===== src/rtl/instruction_fetch.sv =====
// Fetch stage: owns the PC, addresses the sync-read instruction memory, fills the IF/ID register.
// Latency: 2 edges from address presentation to IF/ID; one instruction per cycle in steady state.
// Backpressure: stall freezes PC and IF/ID (memory re-reads the same word); redirect overrides stall.
module instruction_fetch #(
  parameter int unsigned ADDR_WIDTH = 10,
  parameter int unsigned DATA_WIDTH = 32,
  parameter logic [ADDR_WIDTH-1:0] RESET_PC = '0
) (
  input  logic                  clk,
  input  logic                  rst_n,
  input  logic                  stall,
  input  logic                  redirect,
  input  logic [ADDR_WIDTH-1:0] redirect_addr,
  output logic [ADDR_WIDTH-1:0] imem_addr,
  input  logic [DATA_WIDTH-1:0] imem_data,
  output logic [DATA_WIDTH-1:0] if_instr,
  output logic [ADDR_WIDTH-1:0] if_pc,
  output logic [ADDR_WIDTH-1:0] if_pc_plus1,
  output logic                  if_valid,
  output logic [31:0]           instr_count
);

  // pc_q is the address whose word is currently on imem_data; fv_q says that word is real.
  logic [ADDR_WIDTH-1:0] pc_q, pc_d;
  logic                  fv_q, fv_d;
  logic [DATA_WIDTH-1:0] if_instr_q, if_instr_d;
  logic [ADDR_WIDTH-1:0] if_pc_q, if_pc_d;
  logic                  if_valid_q, if_valid_d;
  logic [31:0]           instr_count_q, instr_count_d;
  logic [ADDR_WIDTH-1:0] addr_sel;

  // Next fetch address: redirect beats stall; stall and startup re-read pc_q so imem_data stays put.
  always_comb begin
    addr_sel = pc_q + ADDR_WIDTH'(1);
    if (!rst_n) begin
      addr_sel = RESET_PC;
    end else if (redirect) begin
      addr_sel = redirect_addr;
    end else if (stall || !fv_q) begin
      addr_sel = pc_q;
    end
    pc_d = addr_sel;
    fv_d = 1'b1;
  end

  // IF/ID next state: redirect squashes the in-flight wrong-path word, stall holds, else load.
  always_comb begin
    if_instr_d    = if_instr_q;
    if_pc_d       = if_pc_q;
    if_valid_d    = if_valid_q;
    instr_count_d = instr_count_q;
    if (redirect) begin
      if_instr_d = '0;
      if_valid_d = 1'b0;
    end else if (!stall) begin
      if_instr_d = fv_q ? imem_data : '0;
      if_pc_d    = pc_q;
      if_valid_d = fv_q;
      if (fv_q) begin
        instr_count_d = instr_count_q + 32'd1;
      end
    end
  end

  // State registers with asynchronous active-low reset.
  always_ff @(posedge clk or negedge rst_n) begin
    if (!rst_n) begin
      pc_q          <= RESET_PC;
      fv_q          <= 1'b0;
      if_instr_q    <= '0;
      if_pc_q       <= '0;
      if_valid_q    <= 1'b0;
      instr_count_q <= '0;
    end else begin
      pc_q          <= pc_d;
      fv_q          <= fv_d;
      if_instr_q    <= if_instr_d;
      if_pc_q       <= if_pc_d;
      if_valid_q    <= if_valid_d;
      instr_count_q <= instr_count_d;
    end
  end

  assign imem_addr   = addr_sel;
  assign if_instr    = if_instr_q;
  assign if_pc       = if_pc_q;
  assign if_pc_plus1 = if_pc_q + ADDR_WIDTH'(1);
  assign if_valid    = if_valid_q;
  assign instr_count = instr_count_q;

endmodule


===== config.mk =====
export PLATFORM = sky130hd
export DESIGN_NAME = instruction_fetch
export DESIGN_NICKNAME = d
export VERILOG_FILES = /design/src/rtl/instruction_fetch.sv
export SDC_FILE = /design/constraint.sdc
export NUM_CORES = 1
export LEC_CHECK = 0
export CAP_MARGIN = 20
export CORE_MARGIN = 2
export CORE_UTILIZATION = 30
export DETAILED_ROUTE_END_ITERATION = 7
export GPL_TIMING_DRIVEN = 0
export HOLD_SLACK_MARGIN = 0.05
export PLACE_DENSITY = 0.58
export RECOVER_POWER = 100
export REMOVE_ABC_BUFFERS = 1
export SLEW_MARGIN = 30
export SYNTH_ARGS = -nofsm -noshare
export SYNTH_HDL_FRONTEND = slang
export SYNTH_SLANG_ARGS = --single-unit

===== constraint.sdc =====
create_clock -name clk -period 2.02 [get_ports clk]
set_input_delay 0.404 -clock clk [delete_from_list [all_inputs] [get_ports clk]]
set_output_delay 0.404 -clock clk [all_outputs]
set_load 0.02 [all_outputs]

==> results of run 1 <==
==> routing by layer <==
metal	vias to the layer above	wire (µm)	part of all wire (%)
met2	82	4670	49
li1	1458	-	-
met4	0	197	2.0
met1	1507	4300	45
met5	-	0	0
met3	14	456	4.7
==> worst min path at each step <==
stage | start | endpoint | slack (ns) | cells past startpoint
finish | instr_count[31] | instr_count[31] | 0.48 | 1
global route | instr_count[31] | instr_count[31] | 0.49 | 1
CTS | rst_n | instr_count[31] | 0.1 | 3
detailed placement | rst_n | instr_count[31] | 0.33 | 1
global placement | instr_count[31] | instr_count[31] | 0.46 | 1
floorplan | rst_n | fv_q | 0.11 | 0
==> sequential cells by signal, summed over array words and instances (netlist names) <==
name and flops:
instr_count 32, fv_q 1, if_instr 32, pc_q 10, if_pc 10, if_valid 1
==> area by class of cell <==
cell class              instances  area share, %
clock inverters                 4          0.759
multi-input cells             207           27.3
inverters                       4          0.274
repair buffers                169           27.4
well taps                     172           3.63
flip-flops and latches         86           36.3
clock buffers                  12           4.32
==> power by group <==
part	switching, mW	internal [mW]
clock network	0.637	1.02
registers	0.107	1.83
logic	0.410	0.443
total	1.15	3.29
==> worst max-delay path: cells and delay by family, from the launching register on <==
family / cells / cell delay (ns)
compound gates: 1 / 0.17
xor+xnor: 1 / 0.15
buf+inv: 2 / 0.29
flops: 1 / 0.38
simple gates: 2 / 0.38
==> Yosys cell counts (2+ instances only) <==
library cell and count:
nand2_1 15, nor3_2 4, and3_1 9, nand4_1 14
ha_1 3, xnor2_1 26, and3_2 2, clkbuf_1 9
nand3_1 18, and4b_1 2, nor4_1 4, mux2_2 10
buf_1 2, nor2_1 5, a21oi_1 5, dfrtp_1 86
o21ai_0 9, inv_1 3, and2_1 8, nand2b_1 2
buf_2 3, nor2b_1 3, xor2_1 22, a22o_1 32
and4_1 4, o211a_1 2
==> cells by family after synthesis <==
group	count (synthesis)	synth area share (%)
AO/OA/AOI/OAI	49	9.99
XOR/XNOR	48	11.1
adder cells (fa/ha/maj)	3	0.993
buffers and inverters	19	2.08
flip-flops	86	56.9
multiplexers	11	3.24
other	1	0.0992
AND/OR/NAND/NOR	95	15.6
==> per-stage QoR <==
step | cells | setup TNS [ns] | util [%] | power (mW) | area (µm²)
2_1_floorplan | 297 | -0.194 | - | 2.31 | 3720
6_report | 654 | -0.436 | 47.6 | 4.45 | 5940
5_1_grt | 654 | -1.53 | 47.6 | 4.67 | 5940
3_3_place_gp | 609 | -367.16 | 42.8 | 2.77 | 5330
3_5_place_dp | 611 | -58.86 | 43.2 | 2.79 | 5390
4_1_cts | 645 | -0.548 | 47.4 | 4.53 | 5910
==> cell usage in the layout (no fill, tap or decap), types with 2 or more instances in the layout <==
cell type	n
a21oi_1	4
a22o_1	32
and2_1	4
and2_4	3
and3_1	9
and3_2	2
and4_1	4
buf_4	25
buf_6	9
clkbuf_1	2
clkbuf_16	9
clkbuf_2	5
clkbuf_8	2
clkdlybuf4s15_2	3
clkdlybuf4s50_1	118
clkinv_2	4
dfrtp_1	83
dfrtp_2	3
dlygate4sd2_1	3
inv_1	3
mux2_2	10
nand2_1	14
nand2b_1	2
nand3_1	14
nand3_2	4
nand4_1	14
nor2_1	4
nor2b_4	2
nor3_2	4
nor4_1	4
o211a_1	2
o21ai_0	8
xnor2_1	26
xor2_1	22
==> timing repair <==
item                                    in CTS  in global routing
endpoints found under the setup margin      75                 17
hold buffers                                 4                  0
setup buffers                               14                  9
gates resized for setup                     97                 19
pin swaps                                   11                 10
endpoints found under the hold margin       36                  0
==> summary.txt, run 1 <==
CP required - 1.62 ns
Setup WS pre-CTS - -1.26 ns
met3 Resource Use GR - 2.96%
Pre-Repair DR Iteration Count - 4
crit share post-route - 104%
CP endpoint kind - primary output
Crit Path Max Fanout - 5
busiest metal layer after global routing - met2
CP max-delay cell - dfrtp_1
port bufs - 140
multi-input logic area - 1620 µm²
post-route ant nets - 0
Worst Setup SP - fv_q
ys flop type - dfrtp_1
die width - 116 µm
MaxCap Viol Count - 0
Final nets - 526
vias in the first global route - 3053
flop and latch count out of synthesis - 86
Max VDD drop - 0.000283 V
clock tree sinks - 86
area grow syn2layout - 57.0%
Starting Density - 30.3%
Post-synth EDFFs - 0
Worst-Skew Late Latency - 0.34 ns
PD cells - 749 nW/µm²
Yosys cell types - 36
Finish-stage setup viols - 9
outcome - finished, violations left
Worst Reg-to-Reg Cells - 7
I/O pin count - 141
CTS Buffer Depth - 2
GR Util All Layers - 14.8%
FF-to-FF Start - fv_q
fmax - 474 MHz
Max-slew headroom - 29.7%
Synth area leader - dfrtp_1
Slew Limit Fails - 0
CTS clk-pin slew, worst paths - 0.06 ns
CP Capture Point - imem_addr[5]
Clk Tree Root Cell - clkbuf_16
Die Area - 13500 µm²
Seq/Total Area, Yosys - 56.9%
CTS H-tree depth - 3
Mean Syn Cell Area - 12.1 µm²
WP data arrival - 1.70 ns
# rows - 41
FF-to-FF End - instr_count[22]
grt total ovfl - 0
number of DRC markers in iteration 0 - 110
Area contributors post-synth - dfrtp_1, a22o_1, xnor2_1, xor2_1, mux2_2
Hold/Removal Path Class - flip-flop to flip-flop
Least-Margin Pin Slew - 1.05 ns
CTS tree - done
routing usage on met2 - 23.8%
failing checks - setup timing
Yosys warning count - 0
Hold Slack - 0.476 ns
netlist area before placement - 3780 µm²
Largest stage delay, worst path - 0.38 ns
Lkg Pwr - 2.66 nW
register area - 2160 µm²
WL per Instance - 14.7 µm
n_diodes - 0
Die Y - 116 µm
pin count of the biggest net entering global routing - 43
Placer Congestion - 0.779
Final Hold Viols - 0
unrepaired setup endpoints after global routing - yes
initial antenna violation count - 0
layout cells sized above 1 - 20.7%
final worst slack - -0.0886 ns
Synth top area share - 56.9%
Global Route met1 Usage - 19.3%
CP Class - flip-flop to primary output
Worst R2R Setup Slack - 0.28 ns
crit start category - flip-flop
WL final - 9620 µm
first-pass GRT wire length - 15400 µm
Worst Clk Skew - 0.00396 ns
number of vias per cell - 4.68
clock buffer count from CTS - 9
DP Wirelength - 6830 µm
core footprint - 12500 µm²
post-route minimum period - 2.11 ns
Async SR Flop Fraction - 100%
Fillers - 1170
vias - 3061
Gate Count Post-Synth - 312
DRC Markers - 0
critical path, cell by cell - and4b_2, buf_6, nand3_2, xor2_1, a21oi_1, buf_4
Note: power is estimated with default switching activity, not from simulation.
==> inputs of run 2 (changes only) <==
--- a/config.mk
+++ b/config.mk
@@ -5,13 +5,14 @@
 export SDC_FILE = /design/constraint.sdc
 export NUM_CORES = 1
 export LEC_CHECK = 0
+export ABC_AREA = 1
 export CAP_MARGIN = 20
 export CORE_MARGIN = 2
 export CORE_UTILIZATION = 30
 export DETAILED_ROUTE_END_ITERATION = 7
 export GPL_TIMING_DRIVEN = 0
 export HOLD_SLACK_MARGIN = 0.05
-export PLACE_DENSITY = 0.58
+export PLACE_DENSITY = 0.57
 export RECOVER_POWER = 100
 export REMOVE_ABC_BUFFERS = 1
 export SLEW_MARGIN = 30
==> summary.txt, run 2 <==
Max-slew headroom - -3.37%
CTS Buffer Depth - 2
CP Class - flip-flop to primary output
core footprint - 13300 µm²
Yosys cell types - 30
CTS clk-pin slew, worst paths - 0.06 ns
Pre-Repair DR Iteration Count - 4
WP data arrival - 1.72 ns
CP endpoint kind - primary output
most used cell, CP - buf_6
Finish-stage setup viols - 13
Worst Clk Skew - 0.00495 ns
CP max-delay cell - dfrtp_1
failing checks - capacitance limit, slew limit, setup timing
Seq/Total Area, Yosys - 52.0%
Least-Margin Pin Slew - 1.55 ns
Fillers - 1303
Max VDD drop - 0.000321 V
vias - 3773
WL final - 12500 µm
Worst-Skew Late Latency - 0.34 ns
Final nets - 656
n_diodes - 0
GR Util All Layers - 17.1%
number of vias per cell - 4.79
crit start category - flip-flop
area grow syn2layout - 53.6%
Starting Density - 31.0%
fmax - 470 MHz
Worst Setup SP - pc_q[0]
Die Area - 14700 µm²
DP Wirelength - 8030 µm
count leader, synth - nand2_1
netlist area before placement - 4140 µm²
grt total ovfl - 0
Largest stage delay, worst path - 0.41 ns
initial antenna violation count - 0
CP Buf/Inv Count - 4
Setup TNS Final - -0.681 ns
FF-to-FF Start - pc_q[1]
Worst R2R Setup Slack - -0.04 ns
vias in the first global route - 3799
Area contributors post-synth - dfrtp_1, nand2_1, a32o_1, inv_1, nand3_1
Placed Cells - 741
outcome - finished, violations left
Final Hold Viols - 0
Worst Reg-to-Reg Cells - 15
Placer Congestion - 0.794
unrepaired setup endpoints after global routing - yes
layout cells sized above 1 - 17.7%
port bufs - 140
Async SR Flop Fraction - 100%
ys flop type - dfrtp_1
crit share post-route - 105%
register area - 2150 µm²
CP required - 1.62 ns
total power - 4.45 mW
final worst slack - -0.107 ns
Gate Count Post-Synth - 436
Die Y - 121 µm
CTS tree - done
clock buffer count from CTS - 9
number of DRC markers in iteration 0 - 218
delay-heaviest family, CP - simple AND/OR/NAND/NOR gates
MaxCap Viol Count - 1
flop and latch count out of synthesis - 86
Synth area leader - dfrtp_1
Clk Tree Root Cell - clkbuf_16
CTS H-tree depth - 3
I/O pin count - 141
multi-input logic area - 1870 µm²
Mean Syn Cell Area - 9.49 µm²
commonest non-fill, non-tap cell in the layout - clkdlybuf4s50_1
# rows - 42
Non-Filler Instances - 787
Hold/Removal Path Class - input pin to flip-flop
first-pass GRT wire length - 19400 µm
WL per Instance - 15.8 µm
most frequent cells in the layout - clkdlybuf4s50_1, nand2_1, dfrtp_1, inv_1, a32o_1
Post-synth EDFFs - 0
critical path depth in cells - 10
Synth top cells by count - nand2_1, dfrtp_1, inv_1
Synth top area share - 52.0%
CP Capture Point - imem_addr[7]
Crit Path Max Fanout - 7
die width - 121 µm
critical path, cell by cell - buf_6, nand3_4, nor2_4, buf_6, nand3_2, nand2_1, nand3_1, nand2_1, inv_2, buf_6
DRC Markers - 0
clock tree sinks - 86
pin count of the biggest net entering global routing - 38
Yosys warning count - 0
post-route minimum period - 2.13 ns
FF-to-FF End - pc_q[4]
PD cells - 701 nW/µm²
post-route ant nets - 0
Lkg Pwr - 2.84 nW
Slew Limit Fails - 28
## run 2: worst min path at each step
stage / from / to / slack, ns / cells past startpoint
global placement: instr_count[30] / instr_count[30] / 0.51 / 2
global route: stall / if_valid / 0.49 / 3
CTS: rst_n / if_pc[9] / 0.12 / 3
finish: stall / if_valid / 0.47 / 3
floorplan: rst_n / fv_q / 0.11 / 0
detailed placement: rst_n / if_pc[9] / 0.34 / 1
## run 2: cell type report
class,instances,area share (%)
flip-flops and latches,86,33.9
well taps,176,3.46
multi-input cells,285,29.4
repair buffers,170,25.1
repair inverters,2,0.276
inverters,53,3.54
clock inverters,4,0.354
clock buffers,11,3.98
## run 2: per-layer routing
metal,vias up,track usage (%),share of wire [%]
met5,-,0,0
met4,0,7.40,1.8
met3,16,4.75,6.7
met2,126,25.9,45
met1,1830,22.8,46
li1,1801,-,-
## run 2: kinds of logic after synthesis
family                     synth area share, %
xor gates and xnor gates                  6.56
other                                   0.0906
AOI/OAI and AO/OA                         9.89
DFF                                       52.0
adders and majority gates                0.907
muxes                                    0.816
buffers and inverters                     6.26
and+or+nand+nor                           23.5
## run 2: power breakdown
part	internal, mW	switching, mW
logic	0.442	0.483
clock network	0.887	0.686
registers	1.83	0.124
## run 2: worst register-to-register path, cell delays in order, from the launching register on
cell,delay [ns]
dfrtp_1,0.38
buf_4,0.13
ha_2,0.19
nand3_4,0.09
nor2_4,0.06
nand2_1,0.06
nand3_1,0.07
o211ai_1,0.08
inv_1,0.08
buf_4,0.13
buf_4,0.12
buf_4,0.12
buf_4,0.12
buf_4,0.12
buf_4,0.12
buf_4,0.12
## run 2: metrics by stage
stage / setup slack [ns] / cell area, µm² / util [%] / hold WS, ns
detailed placement: -1.20 / 5750 / 43.1 / 0.336
CTS: -0.193 / 6320 / 47.4 / 0.116
global route: -0.200 / 6360 / 47.6 / 0.492
floorplan: 0.108 / 4080 / - / 0.108
finish: -0.107 / 6360 / 47.6 / 0.469
global placement: -3.98 / 5700 / 42.7 / 0.511
## run 2: what timing repair did
action / 4_1_cts / 5_1_grt
gates resized for setup: 113 / 30
pin swaps: 9 / 12
cloned: 3 / 1
hold endpoints to repair: 37 / 0
setup buffers: 17 / 8
hold buffers: 3 / 0
endpoints found under the setup margin: 25 / 23
==> inputs of run 3 (changes only) <==
==> constraint.sdc (replaced) <==
create_clock -name clk -period 2.02 [get_ports clk]
set_input_delay 0.404 -clock clk [delete_from_list [all_inputs] [get_ports clk]]
set_output_delay 0.404 -clock clk [all_outputs]
set_load 0.1 [all_outputs]
==> summary.txt, run 3 (synthesis results as in run 2) <==
CTS Buffer Depth - 2
first-pass GRT wire length - 19700 µm
Gate power share - 34.2%
# rows - 42
number of vias per cell - 4.83
CP max-delay cell - clkbuf_1
CTS tree - done
MaxCap Viol Count - 1
Largest stage delay, worst path - 0.56 ns
CP endpoint kind - primary output
CP required - 1.62 ns
post-route ant nets - 0
WL per Instance - 15.8 µm
vias - 3790
CTS clk-pin slew, worst paths - 0.06 ns
grt total ovfl - 0
Fillers - 1259
crit start category - input pin
Hold Slack - 0.449 ns
Clk Tree Root Cell - clkbuf_16
outcome - finished, violations left
I/O pin count - 141
Max-slew headroom - -0.918%
vias in the first global route - 3814
Net Sw Frac - 40.5%
critical path, cell by cell - clkbuf_1, bufinv_16, o21ai_0, a31oi_4, buf_12
Pre-Repair DR Iteration Count - 5
pin count of the biggest net entering global routing - 38
Setup WS pre-CTS - -1.73 ns
sequential power share - 36.6%
Placed Cells - 741
unrepaired setup endpoints after global routing - yes
area grow syn2layout - 57.6%
clock buffer count from CTS - 9
PD cells - 819 nW/µm²
port bufs - 140
cell-internal power - 3.18 mW
CP Class - input pin to primary output
failing checks - capacitance limit, slew limit, setup timing
post-route minimum period - 2.25 ns
GR Util All Layers - 17.3%
CTS H-tree depth - 3
Die Y - 121 µm
Die Area - 14700 µm²
Max VDD drop - 0.000326 V
number of DRC markers in iteration 0 - 223
Lkg Pwr - 3.04 nW
die width - 121 µm
layout cells sized above 1 - 25.9%
crit share post-route - 111%
Final Hold Viols - 0
WP data arrival - 1.84 ns
final worst slack - -0.228 ns
core footprint - 13300 µm²
post-layout util - 48.9%
Final nets - 654
fmax - 445 MHz
initial antenna violation count - 0
Worst-Skew Late Latency - 0.34 ns
Slew Limit Fails - 28
WL final - 12400 µm
Worst Clk Skew - 0.00616 ns
Hold/Removal Path Class - input pin to flip-flop
Clk pwr share - 29.2%
DP Wirelength - 8030 µm
Non-Filler Instances - 785
n_diodes - 0
DRC Markers - 0
Starting Density - 31.0%
final instance area - 6520 µm²
Finish-stage setup viols - 17
total power - 5.34 mW
Placer Congestion - 0.794
commonest non-fill, non-tap cell in the layout - dfrtp_1
Psw - 2.16 mW
clock tree sinks - 86
Setup TNS Final - -1.97 ns
Crit Path Max Fanout - 27
Least-Margin Pin Slew - 1.51 ns
most frequent cells in the layout - dfrtp_1, nand2_1, inv_1, clkdlybuf4s50_1, dlygate4sd2_1
Area after DPL - 5750 µm²
==> run 3: worst max-delay path, delay by kind of cell <==
kind / cells / cell delay [ns]
buffers and inverters: 3 / 1.03
AO/OA/AOI/OAI: 2 / 0.39
==> run 3: cell type report <==
class / count / area [µm²] / area share [%]
sequential: 86 / 2150 / 33.0
multi-input combinational: 285 / 1930 / 29.7
clock inverter: 4 / 22.5 / 0.345
timing repair buffer: 169 / 1710 / 26.1
timing repair inverter: 1 / 8.76 / 0.134
inverter: 53 / 225 / 3.45
tap: 176 / 220 / 3.38
clock buffer: 11 / 253 / 3.87
==> run 3: timing repair <==
action                                 in CTS  in global routing
cloned                                      3                  0
hold buffers                                3                  0
endpoints found under the hold margin      37                  0
pin swaps                                  13                 20
buffers inserted                           13                 11
gates resized for setup                   331                 42
setup endpoints to repair                 101                 35
==> run 3: power by group through the flow <==
stage                     clock [mW]  sequential [mW]  combinational (mW)
after floorplan                    0             2.65               0.544
after global routing            1.69             1.97                1.90
after CTS                       1.63             1.95                1.81
after global placement             0             1.98                1.70
after detailed placement           0             1.98                1.72
final                           1.56             1.95                1.83
==> run 3: layer usage <==
metal / up-vias / share of wire (%) / track usage, % / wire (µm)
met1: 1837 / 46 / 23.2 / 5680
met4: 0 / 2.1 / 7.26 / 265
met2: 129 / 45 / 26.3 / 5660
met3: 18 / 6.7 / 4.84 / 836
met5: - / 0 / 0 / 0
li1: 1806 / - / - / -
==> run 3: worst paths after layout <==
check	depth (start not counted)	start	slack, ns	end
min reg2reg	1	instr_count[3]	0.52	instr_count[3]
min	3	stall	0.45	if_valid
min in group asynchronous	2	rst_n	0.62	pc_q[1]
max in group asynchronous	3	rst_n	0.23	fv_q
max	5	redirect	-0.23	imem_addr[2]
max reg2reg	7	instr_count[1]	0.42	instr_count[20]
